--- src/rtl/crc32_stream_check.sv ---
// Streaming Ethernet CRC-32 engine: 1..8 bytes per beat, sof/eof framing,
// residue check, runt/abort flags and saturating good/bad frame counters.
module crc32_stream_check #(
  parameter int unsigned DATA_W    = 8,
  parameter int unsigned MIN_BYTES = 64,
  parameter int unsigned CNT_W     = 16
) (
  input  logic                                                clk,
  input  logic                                                reset,
  input  logic                                                clear,
  input  logic                                                clr_cnt,
  input  logic                                                valid,
  input  logic                                                sof,
  input  logic                                                eof,
  input  logic [((DATA_W > 8) ? $clog2(DATA_W/8) : 1)-1:0]    last_bytes,
  input  logic [DATA_W-1:0]                                   data,
  output logic [31:0]                                         crc_out,
  output logic                                                done,
  output logic                                                match,
  output logic                                                runt,
  output logic                                                abort,
  output logic [CNT_W-1:0]                                    byte_cnt,
  output logic [CNT_W-1:0]                                    good_cnt,
  output logic [CNT_W-1:0]                                    bad_cnt
);

  localparam int unsigned NB      = DATA_W / 8;
  localparam int unsigned LB_W    = (DATA_W > 8) ? $clog2(NB) : 1;
  localparam int unsigned NB_W    = $clog2(NB + 1);
  localparam logic [31:0] POLY    = 32'hEDB88320;
  localparam logic [31:0] RESIDUE = 32'hDEBB20E3;

  typedef enum logic {IDLE, FRAME} state_t;

  state_t             state_q, state_d;
  logic [31:0]        crc_d;
  logic               done_d, match_d, runt_d, abort_d;
  logic [CNT_W-1:0]   cnt_d, good_d, bad_d;

  logic               accept;
  logic [NB_W-1:0]    n;
  logic [31:0]        seed;
  logic [31:0]        crc_upd;
  logic [CNT_W-1:0]   cnt_base;
  logic [CNT_W-1:0]   cnt_sum;
  logic               good_inc;
  logic [1:0]         bad_inc;
  logic [31:0]        chain [NB+1];

  // One reflected CRC-32 byte step, LSB first.
  function automatic logic [31:0] crc_byte(input logic [31:0] c, input logic [7:0] d);
    logic [31:0] r;
    r = c;
    for (int i = 0; i < 8; i++) begin
      r = (r >> 1) ^ (POLY & {32{r[0] ^ d[i]}});
    end
    return r;
  endfunction

  function automatic logic [CNT_W-1:0] sat_add(input logic [CNT_W-1:0] c, input logic [1:0] inc);
    logic [CNT_W:0] s;
    s = {1'b0, c} + (CNT_W+1)'(inc);
    return s[CNT_W] ? {CNT_W{1'b1}} : s[CNT_W-1:0];
  endfunction

  // A beat is taken if it opens a frame or continues an open one.
  assign accept = valid && (sof || (state_q == FRAME));
  assign seed   = sof ? 32'hFFFFFFFF : ~crc_out;

  always_comb begin
    n = NB_W'(NB);
    if (eof && (last_bytes != '0)) begin
      n = NB_W'(last_bytes);
    end
  end

  assign chain[0] = seed;
  for (genvar k = 0; k < NB; k++) begin : g_lane
    assign chain[k+1] = crc_byte(chain[k], data[8*k +: 8]);
  end

  always_comb begin
    crc_upd = chain[NB];
    for (int k = 1; k <= int'(NB); k++) begin
      if (n == NB_W'(k)) begin
        crc_upd = chain[k];
      end
    end
  end

  always_comb begin
    logic [CNT_W:0] s;
    cnt_base = sof ? '0 : byte_cnt;
    s        = {1'b0, cnt_base} + (CNT_W+1)'(n);
    cnt_sum  = s[CNT_W] ? {CNT_W{1'b1}} : s[CNT_W-1:0];
  end

  // Next-state and registered-output logic.
  always_comb begin
    state_d  = state_q;
    crc_d    = crc_out;
    cnt_d    = byte_cnt;
    done_d   = 1'b0;
    abort_d  = 1'b0;
    match_d  = match;
    runt_d   = runt;
    good_d   = good_cnt;
    bad_d    = bad_cnt;
    good_inc = 1'b0;
    bad_inc  = 2'd0;

    if (clear) begin
      state_d = IDLE;
      crc_d   = 32'h0;
      cnt_d   = '0;
    end else if (accept) begin
      crc_d   = ~crc_upd;
      cnt_d   = cnt_sum;
      abort_d = sof && (state_q == FRAME);
      state_d = eof ? IDLE : FRAME;
      if (eof) begin
        done_d  = 1'b1;
        match_d = (crc_upd == RESIDUE);
        runt_d  = (32'(cnt_sum) < 32'(MIN_BYTES));
      end
    end

    good_inc = done_d && match_d && !runt_d;
    bad_inc  = 2'(abort_d) + 2'(done_d && !good_inc);

    if (clr_cnt) begin
      good_d = '0;
      bad_d  = '0;
    end else begin
      good_d = sat_add(good_cnt, 2'(good_inc));
      bad_d  = sat_add(bad_cnt, bad_inc);
    end
  end

  // crc_out holds the complemented CRC state directly; reset 0 means state all-ones.
  always_ff @(posedge clk or negedge reset) begin
    if (!reset) begin
      state_q  <= IDLE;
      crc_out  <= 32'h0;
      done     <= 1'b0;
      match    <= 1'b0;
      runt     <= 1'b0;
      abort    <= 1'b0;
      byte_cnt <= '0;
      good_cnt <= '0;
      bad_cnt  <= '0;
    end else begin
      state_q  <= state_d;
      crc_out  <= crc_d;
      done     <= done_d;
      match    <= match_d;
      runt     <= runt_d;
      abort    <= abort_d;
      byte_cnt <= cnt_d;
      good_cnt <= good_d;
      bad_cnt  <= bad_d;
    end
  end

endmodule

--- config.mk ---
export PLATFORM = sky130hd
export DESIGN_NAME = crc32_stream_check
export DESIGN_NICKNAME = d
export VERILOG_FILES = /design/src/rtl/crc32_stream_check.sv
export SDC_FILE = /design/constraint.sdc
export NUM_CORES = 1
export LEC_CHECK = 0
export BUFFER_PORTS_ARGS = -buffer_cell sky130_fd_sc_hd__buf_2
export CAP_MARGIN = 5
export CORE_MARGIN = 1.5
export CORE_UTILIZATION = 40
export CTS_BUF_LIST = sky130_fd_sc_hd__clkbuf_4
export CTS_CLUSTER_SIZE = 8
export DETAILED_ROUTE_END_ITERATION = 10
export PLACE_DENSITY = 0.59
export SYNTH_ARGS = -nofsm -noshare
export SYNTH_HDL_FRONTEND = slang
export SYNTH_SLANG_ARGS = --single-unit
--- constraint.sdc ---
create_clock -name clk -period 4.8 [get_ports clk]
set_input_delay 0.24 -clock clk [delete_from_list [all_inputs] [get_ports clk]]
set_output_delay 0.24 -clock clk [all_outputs]
set_load 0.01 [all_outputs]
==> results, run 1 <==
- The flow ran to the end, and the final reports show no timing, DRC or antenna violations.
- The HPWL reported at the end of detailed placement is 11900 µm.
- The highest clock frequency the design can meet is 0.222 GHz.
- The number of standard-cell rows in the floorplan is 44.
- The worst clock skew is 0.0363 ns.
- The number of maximum-capacitance constraint violations is 0.
- Global routing finished with a remaining overflow of 0.
- Entering global routing, the biggest net connects 53 pins.
- The timing startpoint of the critical path is crc_out[1].
- The number of synthesized register bits is 85.
- The total negative slack is 0 ns.
- The final route contains 5201 vias.
- The H-tree was split into 3 levels.
- The area added between synthesis and finish is 15.6%.
- Input and output buffers added on the ports amount to 98.
- Buffers added to address setup during post-CTS repair amount to 0.
- The leading cell type in the layout, fill and taps excluded is sky130_fd_sc_hd__buf_2.
- The total of warnings raised by yosys is 0.
- The count of nets left with antenna violations once routing finished came out at 0.
- The first global-routing pass estimated 26800 µm of wire.
- The initial DRC count is 294.
- A synthesized cell averages 8.84 µm².
- The maximum VDD drop is 163 µV.
- The post-synthesis net count is 700.
- The initial antenna violation count is 0.
- Dividing the detail-routed via count by the number of cells gives 5.45.
- Counting both buffers and inverters, the worst setup path holds a total of 0.
- STA classifies the critical path endpoint as a flip-flop.
- The sequential area share after synthesis is 35.5%.
- The biggest cell delay along the critical path is 0.57 ns.
- The detailed-routing iteration count for the pre-antenna-repair pass is 4.
- Net switching is 35.3% of the power.
- Global routing used 21.5% of the available tracks.
- At the end of routability-driven placement, the weighted congestion stood at 0.896.
- Setup violations remaining at the end of the flow were counted as 0.
- The number of ports placed on the die boundary is 100.
- The path category of the worst min-delay check is primary input to flip-flop.
- The library cells used most frequently in the layout, excluding fill and tap cells, are 97 x sky130_fd_sc_hd__buf_2, 83 x sky130_fd_sc_hd__dfrtp_1, 78 x sky130_fd_sc_hd__nor2_1, 76 x sky130_fd_sc_hd__xnor2_1, 65 x sky130_fd_sc_hd__a21oi_1.
- The TritonCTS clock tree is done.
- Setup repair after global routing left no endpoint under its margin.
- Summed over all nets, the switching power comes to 0.740 mW.
- The async set-or-reset flop fraction in the synthesized netlist is 100%.
- The floorplan step set the die width to 125 µm.
- In this run the worst path has a maximum fanout of 8.
- The critical path start-end classification is flip-flop to flip-flop.
- The number of global-route vias before repair is 5044.
- The required time reported for the critical path endpoint is 5.14 ns.
- The initial utilization of the core area, before any placement, comes to 41.1%.
- STA classifies the critical path startpoint as a flip-flop.
- The slew at the pin closest to its max-slew limit is 0.694 ns.
- The synthesized netlist contains 59 unique library cells.
- The synthesized area is 0.00599 mm².
- The sum of routed wire length over all layers is 16700 µm.
- The cell family contributing the most delay on the critical path is simple AND/OR/NAND/NOR gates.
- Data on the critical path arrives at its endpoint at 4.84 ns.
- For the finished layout, the period the worst path requires is 4.50 ns.
- The number of max-slew violations in the final report came to 0.
- The worst pin sits at a relative slew slack of 53.7%.
- The worst register-to-register path begins at crc_out[1].
- The origin of the worst min-delay path is valid.
- The clock sink count is 85.
- After detailed routing, the met3 layer carries 892 µm of wire.
- The slowest stage of the critical path is the sky130_fd_sc_hd__or4b_1 cell.
- In the final routed layout, each cell accounts on average for 17.6 µm.
- The met2 wire length is 7840 µm.
- Synthesis handed over a netlist of 678 instances.
- The areal power density over the cells is 303 mW/mm².
- After detailed routing, no signal wire sits above met4.
- Summed over all cells, the static leakage comes to 3.10 nW.
- In the final routing, the length of wire on met1 measures 7760 µm.
- Clock tree synthesis inserted a total of 9 buffers.
- In this run, the combinational gates consume 35.0% of the power.
- After clock tree synthesis, the clock-pin slew on the worst setup and hold paths is 0.15 ns.
- 0 antenna diodes ended up in the layout.
- The final net count is 787.
- The final core utilization is 47.5%.
- In this run the vertical extent of the chip is 125 µm.
- The signal on the critical path passes through xnor2_1, nor2_2, xor2_2, xnor2_1, or4b_1, nor4_1, nand4b_1, o21a_1, fa_1, and3_1, and3_1, and2_1, nor2b_1, nand4_1, mux2i_1, nor2_1.
- The clock power share is 26.3%.
- The number of failing hold endpoints at the final stage is 0.
- The placeable core region is 0.0146 mm².
- The die outline area is 0.0157 mm².
- Of the total power, registers draw 38.7%.
- The count of flip-flops with a built-in enable after synthesis is 0.
- Among all flip-flop cells after synthesis, the most frequent one is sky130_fd_sc_hd__dfrtp_1.
- The internal portion of the total power is 1.36 mW.
- After layout, the worst path uses 93.8% of the clock period.
- The DRC violation count after routing is 0.
- The worst-skew pair later-pin latency is 0.49 ns.
- The CTS root buffer is sky130_fd_sc_hd__clkbuf_4.
- Cells with a size suffix above 1 make up 20.4% of the layout.
- The buffer depth of the longest clock path is 2.
[per-layer routing]
layer  vias up  track usage [%]
met3        20             5.35
li1       2520                -
met2       127             34.3
met5         -                0
met1      2534             29.0
met4         0             6.15
[logic make-up (layout without fill, tap and decap cells)]
| family | after synthesis | in the layout | synth area share, % |
|---|---|---|---|
| compound gates | 120 | 120 | 11.6 |
| xor+xnor | 135 | 135 | 23.8 |
| fa+ha+maj | 6 | 6 | 1.38 |
| buf+inv | 57 | 149 | 4.22 |
| flops | 85 | 85 | 35.5 |
| mux | 8 | 8 | 1.38 |
| simple gates | 267 | 267 | 22.1 |
[metrics by stage]
step | setup WS [ns] | std cells | power, mW | cell area [µm²] | hold WS (ns)
after global placement | 0.239 | 936 | 1.55 | 6700 | 0.220
final | 0.299 | 954 | 2.10 | 6930 | 0.0576
after global routing | 0.0287 | 954 | 2.21 | 6930 | 0.0413
after detailed placement | 0.0955 | 936 | 1.55 | 6700 | 0.223
after floorplan | 0.00361 | 678 | 1.33 | 6000 | -0.0556
after CTS | 0.0692 | 954 | 2.11 | 6910 | 0.0196
[synth_stat cells, types with 2 or more instances]
cell type                   n  area (µm²)
sky130_fd_sc_hd__or3_1      6        37.5
sky130_fd_sc_hd__nor2_2     2        12.5
sky130_fd_sc_hd__xnor3_1   13         293
sky130_fd_sc_hd__and4_1     6        52.6
sky130_fd_sc_hd__or4b_1     2        20.0
sky130_fd_sc_hd__o21ai_0   17        85.1
sky130_fd_sc_hd__o211ai_1   2        15.0
sky130_fd_sc_hd__nand2_1   61         229
sky130_fd_sc_hd__nand2b_1   3        18.8
sky130_fd_sc_hd__xor2_1    40         350
sky130_fd_sc_hd__nor2b_1   12        75.1
sky130_fd_sc_hd__xnor2_1   76         666
sky130_fd_sc_hd__inv_1     12        45.0
sky130_fd_sc_hd__a31oi_1    5        31.3
sky130_fd_sc_hd__nand3_1   22         110
sky130_fd_sc_hd__a211oi_1  16         120
sky130_fd_sc_hd__ha_1       5        62.6
sky130_fd_sc_hd__nor3b_1    3        22.5
sky130_fd_sc_hd__dfrtp_1   85        2130
sky130_fd_sc_hd__a21oi_1   65         325
sky130_fd_sc_hd__nand3b_1   2        15.0
sky130_fd_sc_hd__nor2_1    78         293
sky130_fd_sc_hd__mux2i_1    6        60.1
sky130_fd_sc_hd__o21a_1     2        15.0
sky130_fd_sc_hd__nor3_1    27         135
sky130_fd_sc_hd__and3_1     9        56.3
sky130_fd_sc_hd__buf_2     13        65.1
sky130_fd_sc_hd__buf_4      2        15.0
sky130_fd_sc_hd__nand4_1   14        87.6
sky130_fd_sc_hd__or4_1      4        30.0
sky130_fd_sc_hd__and2_1     4        25.0
sky130_fd_sc_hd__o22ai_1    2        12.5
sky130_fd_sc_hd__xor3_1     2        47.6
sky130_fd_sc_hd__mux2_2     2        22.5
sky130_fd_sc_hd__clkbuf_1  23        86.3
sky130_fd_sc_hd__buf_6      2        22.5
sky130_fd_sc_hd__xnor2_2    2        32.5
sky130_fd_sc_hd__nor4_1     6        37.5
sky130_fd_sc_hd__buf_1      5        18.8
[final timing paths]
| path | to | slack, ns | cells past startpoint |
|---|---|---|---|
| min in group asynchronous | byte_cnt[4] | 0.23 | 2 |
| worst max-delay path | bad_cnt[15] | 0.30 | 16 |
| worst min-delay path | state_q | 0.06 | 2 |
| max in group asynchronous | crc_out[1] | 3.47 | 3 |
| worst max register to register | bad_cnt[15] | 0.30 | 16 |
| worst min register to register | match | 0.55 | 2 |
[final cells by class]
class	instances	area (µm²)
clock inverter	7	120
tap	184	230
multi-input combinational	536	3650
fill	1451	7660
inverter	12	45.0
timing repair buffer	121	683
clock buffer	9	67.6
sequential	85	2130
[power groups by stage]
stage | clock [mW] | combinational (mW) | sequential, mW
2_1_floorplan | 0 | 0.515 | 0.819
3_3_place_gp | 0 | 0.723 | 0.822
3_5_place_dp | 0 | 0.729 | 0.826
4_1_cts | 0.567 | 0.734 | 0.812
5_1_grt | 0.595 | 0.795 | 0.820
6_report | 0.552 | 0.733 | 0.812
[registers in the layout, indices dropped and copies added, names as in the netlist]
signal / cells
byte_cnt: 16
match: 1
crc_out: 32
state_q: 1
bad_cnt: 16
good_cnt: 16
runt: 1
done: 1
abort: 1
[repair_timing]
item / 4_1_cts / 5_1_grt
hold endpoints to repair: 34 / 0
endpoints found under the setup margin: 0 / 28
hold buffers: 2 / 0
resized for setup: 0 / 7
Power figures use the tool's default switching activity.
==> inputs of run 2 (changes only) <==
Settings changed: CORE_ASPECT_RATIO set to 2.
==> run 2 against run 1 <==
Net effect: flip-flop and latch count is the same; critical endpoint unchanged; via count grew 1.2%; clock power shrank 29%; final area shrank 0.70%; global-route usage grew 3.2 points; clock skew shrank 0.0077 ns; non-clock buffer count grew 3; critical path depth grew 1; sequential share of layout area grew 0.18 points; register-to-register slack is essentially flat; highest routed layer unchanged.
==> results, run 2 (synthesis results as in run 1) <==
- Setup repair after global routing left no endpoint under its margin.
- The leftover overflow at the end of global routing is 0 (unchanged).
- The overall die width was 89.6 µm (-29%).
- The number of maximum-capacitance constraint violations was 0 (unchanged).
- The placeable core region is 0.0147 mm² (+1.0%).
- The required time reported for the critical path endpoint is 5.15 ns (about the same).
- The period utilization came to 93.6% (-0.18 points).
- The average wire per cell in the routed design is 18.8 µm (+7.3%).
- The areal power density over the cells came to 283 mW/mm² (-6.3%).
- The maximum VDD drop is 140 µV (-15%).
- The kind of end point of the critical path is a flip-flop.
- The placer's final routability congestion estimate is 0.925 (+3.3%).
- The post-CTS clock slew at the launch and capture registers of the worst setup and hold paths is 0.15 ns (about the same).
- The combined global-route utilization of all metal layers came to 24.7% (+3.2 points).
- The slew at the pin closest to its max-slew limit came to 0.720 ns (+0.0256 ns).
- The library cell used most frequently in the layout, excluding fill and tap cells, is sky130_fd_sc_hd__buf_2.
- The critical path start-end classification is flip-flop to flip-flop.
- The highest net fanout along the worst path is 5 (-3).
- The number of max-slew violations in the final report was 0 (unchanged).
- The finished layout cell area is 0.00688 mm² (-0.70%).
- The relative slew slack is 52.0% (-1.7 points).
- The first-pass GRT wire length was 29100 µm (+8.6%).
- The static leakage is 3.07 nW (-0.84%).
- The area of placed instances was 0.00673 mm² (+0.54%).
- The number of buffers inserted during clock tree synthesis is 9 (unchanged).
- The largest net degree at the start of global routing is 56 (+5.7%).
- The number of global-route vias before repair is 5463 (+8.3%).
- The average via count per standard cell is 5.43 (-0.39%).
- The via count is 5262 (+1.2%).
- The total negative slack is 0 ns (unchanged).
- The HPWL reported at the end of detailed placement is 13600 µm (+14%).
- The number of setup buffers added after CTS is 0 (unchanged).
- The DRC violation count after routing is 0 (unchanged).
- The highest clock frequency the design can meet is 0.223 GHz (+0.19%).
- The initial antenna violation count is 1 (+1).
- The top cell types in the final layout, fill and taps aside, are 97 x sky130_fd_sc_hd__buf_2, 85 x sky130_fd_sc_hd__dfrtp_1, 78 x sky130_fd_sc_hd__nor2_1, 76 x sky130_fd_sc_hd__xnor2_1, 65 x sky130_fd_sc_hd__a21oi_1.
- The CTS root buffer is sky130_fd_sc_hd__clkbuf_4.
- The count of antenna-violating nets left after detailed routing is 0 (unchanged).
- The area added between synthesis and finish is 14.8%.
- The initial DRC count is 222 (-24%).
- The number of standard-cell rows in the floorplan is 63 (+43%).
- The number of setup violations in the final report was 0 (unchanged).
- The register with the highest flop count is crc_out.
- STA classifies the critical path startpoint as a flip-flop.
- The initial standard-cell utilization of the core is 40.7% (-0.42 points).
- The count of buffers from port buffering is 98 (unchanged).
- The number of ports placed on the die boundary is 100 (unchanged).
- The final critical-path required period is 4.49 ns (-0.00840 ns).
- The sum of routed wire length over all layers is 18300 µm (+9.0%).
- The final net count is 790 (+0.38%).
- The worst-skew pair later-pin latency is 0.48 ns (about the same).
- The number of flip-flops in the largest register is 32 (unchanged).
- The worst clock skew is 0.0286 ns (-0.00770 ns).
- The tightest min-delay check is of the primary input to flip-flop type.
- The detailed-routing iteration count for the pre-antenna-repair pass is 4 (unchanged).
- The worst setup slack after placement is 0.229 ns (+0.133 ns).
- The chip height is 176 µm (+40%).
- The TritonCTS clock tree is done.
- The buffer depth of the longest clock path is 2 (unchanged).
- The number of H-tree branching levels is 3 (unchanged).
- The final core utilization came to 46.7% (-0.82 points).
- The smallest setup slack after layout is 0.307 ns (+0.00840 ns).
- The run finished with clean final reports.
- The die outline area is 0.0158 mm² (+0.28%).
- The share of post-route cells with drive strength above 1 is 19.9% (-0.47 points).
- The clock sink count is 85 (unchanged).
- The worst endpoint data arrival time is 4.84 ns (about the same).
- The number of failing hold endpoints at the final stage is 0 (unchanged).
## run 2: changes by cell type in the layout (fill, tap and decap cells not counted), sizes merged
cell / delta
clkinvlp: +4
buf: +3
bufinv: -3
diode: +1
inv: -1
## run 2: worst paths after layout
| kind | cells past startpoint | startpoint | to | slack (ns) |
|---|---|---|---|---|
| min in group asynchronous | 2 | reset | crc_out[5] | 0.23 |
| hold reg to reg | 2 | match | match | 0.53 |
| hold / removal | 2 | valid | state_q | 0.07 |
| setup reg to reg | 17 | byte_cnt[0] | bad_cnt[15] | 0.31 |
| max in group asynchronous | 3 | reset | bad_cnt[3] | 3.47 |
| setup / recovery | 17 | byte_cnt[0] | bad_cnt[15] | 0.31 |
## run 2: power by group
part	total [mW]	internal, mW	switching (mW)
registers	0.807	0.754	0.0539
logic	0.752	0.328	0.424
clock network	0.390	0.106	0.284
total	1.95	1.19	0.762
## run 2: layer usage
metal	vias to the layer above	share of wire [%]	GRT usage (%)
met3	64	3.8	3.04
li1	2511	-	-
met5	-	0	0
met4	0	6.2	16.3
met2	155	55	44.2
met1	2532	35	25.9
## run 2: repair_timing
item	4_1_cts	5_1_grt
endpoints found under the setup margin	0	13
hold buffers	2	0
endpoints found under the hold margin	31	0
resized for setup	0	1
## run 2: per-stage QoR
step	std cells	hold slack (ns)	power, mW
floorplan	678	-0.0556	1.33
global placement	950	0.221	1.56
detailed placement	950	0.229	1.57
CTS	968	0.0363	1.98
global route	969	0.0737	2.06
finish	969	0.0742	1.95
## run 2: layout make-up
cell class	instances	area [µm²]
Multi-Input combinational cell	536	3640
Fill cell	1474	7860
Clock inverter	7	51.3
Timing Repair Buffer	124	706
Antenna cell	1	2.50
Tap cell	195	244
Clock buffer	9	67.6
Inverter	12	45.0
Sequential cell	85	2130
## run 2: worst max-delay path, stage by stage, from the launching register on
cell and delay, ns:
sky130_fd_sc_hd__dfrtp_1 0.43, sky130_fd_sc_hd__nor2b_1 0.32, sky130_fd_sc_hd__ha_1 0.32, sky130_fd_sc_hd__nand4_1 0.26, sky130_fd_sc_hd__or3_1 0.43, sky130_fd_sc_hd__or3_1 0.33
sky130_fd_sc_hd__a21oi_1 0.15, sky130_fd_sc_hd__nor3_1 0.08, sky130_fd_sc_hd__a32o_1 0.31, sky130_fd_sc_hd__o21a_1 0.21, sky130_fd_sc_hd__fa_1 0.43, sky130_fd_sc_hd__and3_1 0.20
sky130_fd_sc_hd__and3_1 0.19, sky130_fd_sc_hd__and2_1 0.19, sky130_fd_sc_hd__nor2b_1 0.15, sky130_fd_sc_hd__nand4_1 0.11, sky130_fd_sc_hd__mux2i_1 0.19, sky130_fd_sc_hd__nor2_1 0.06
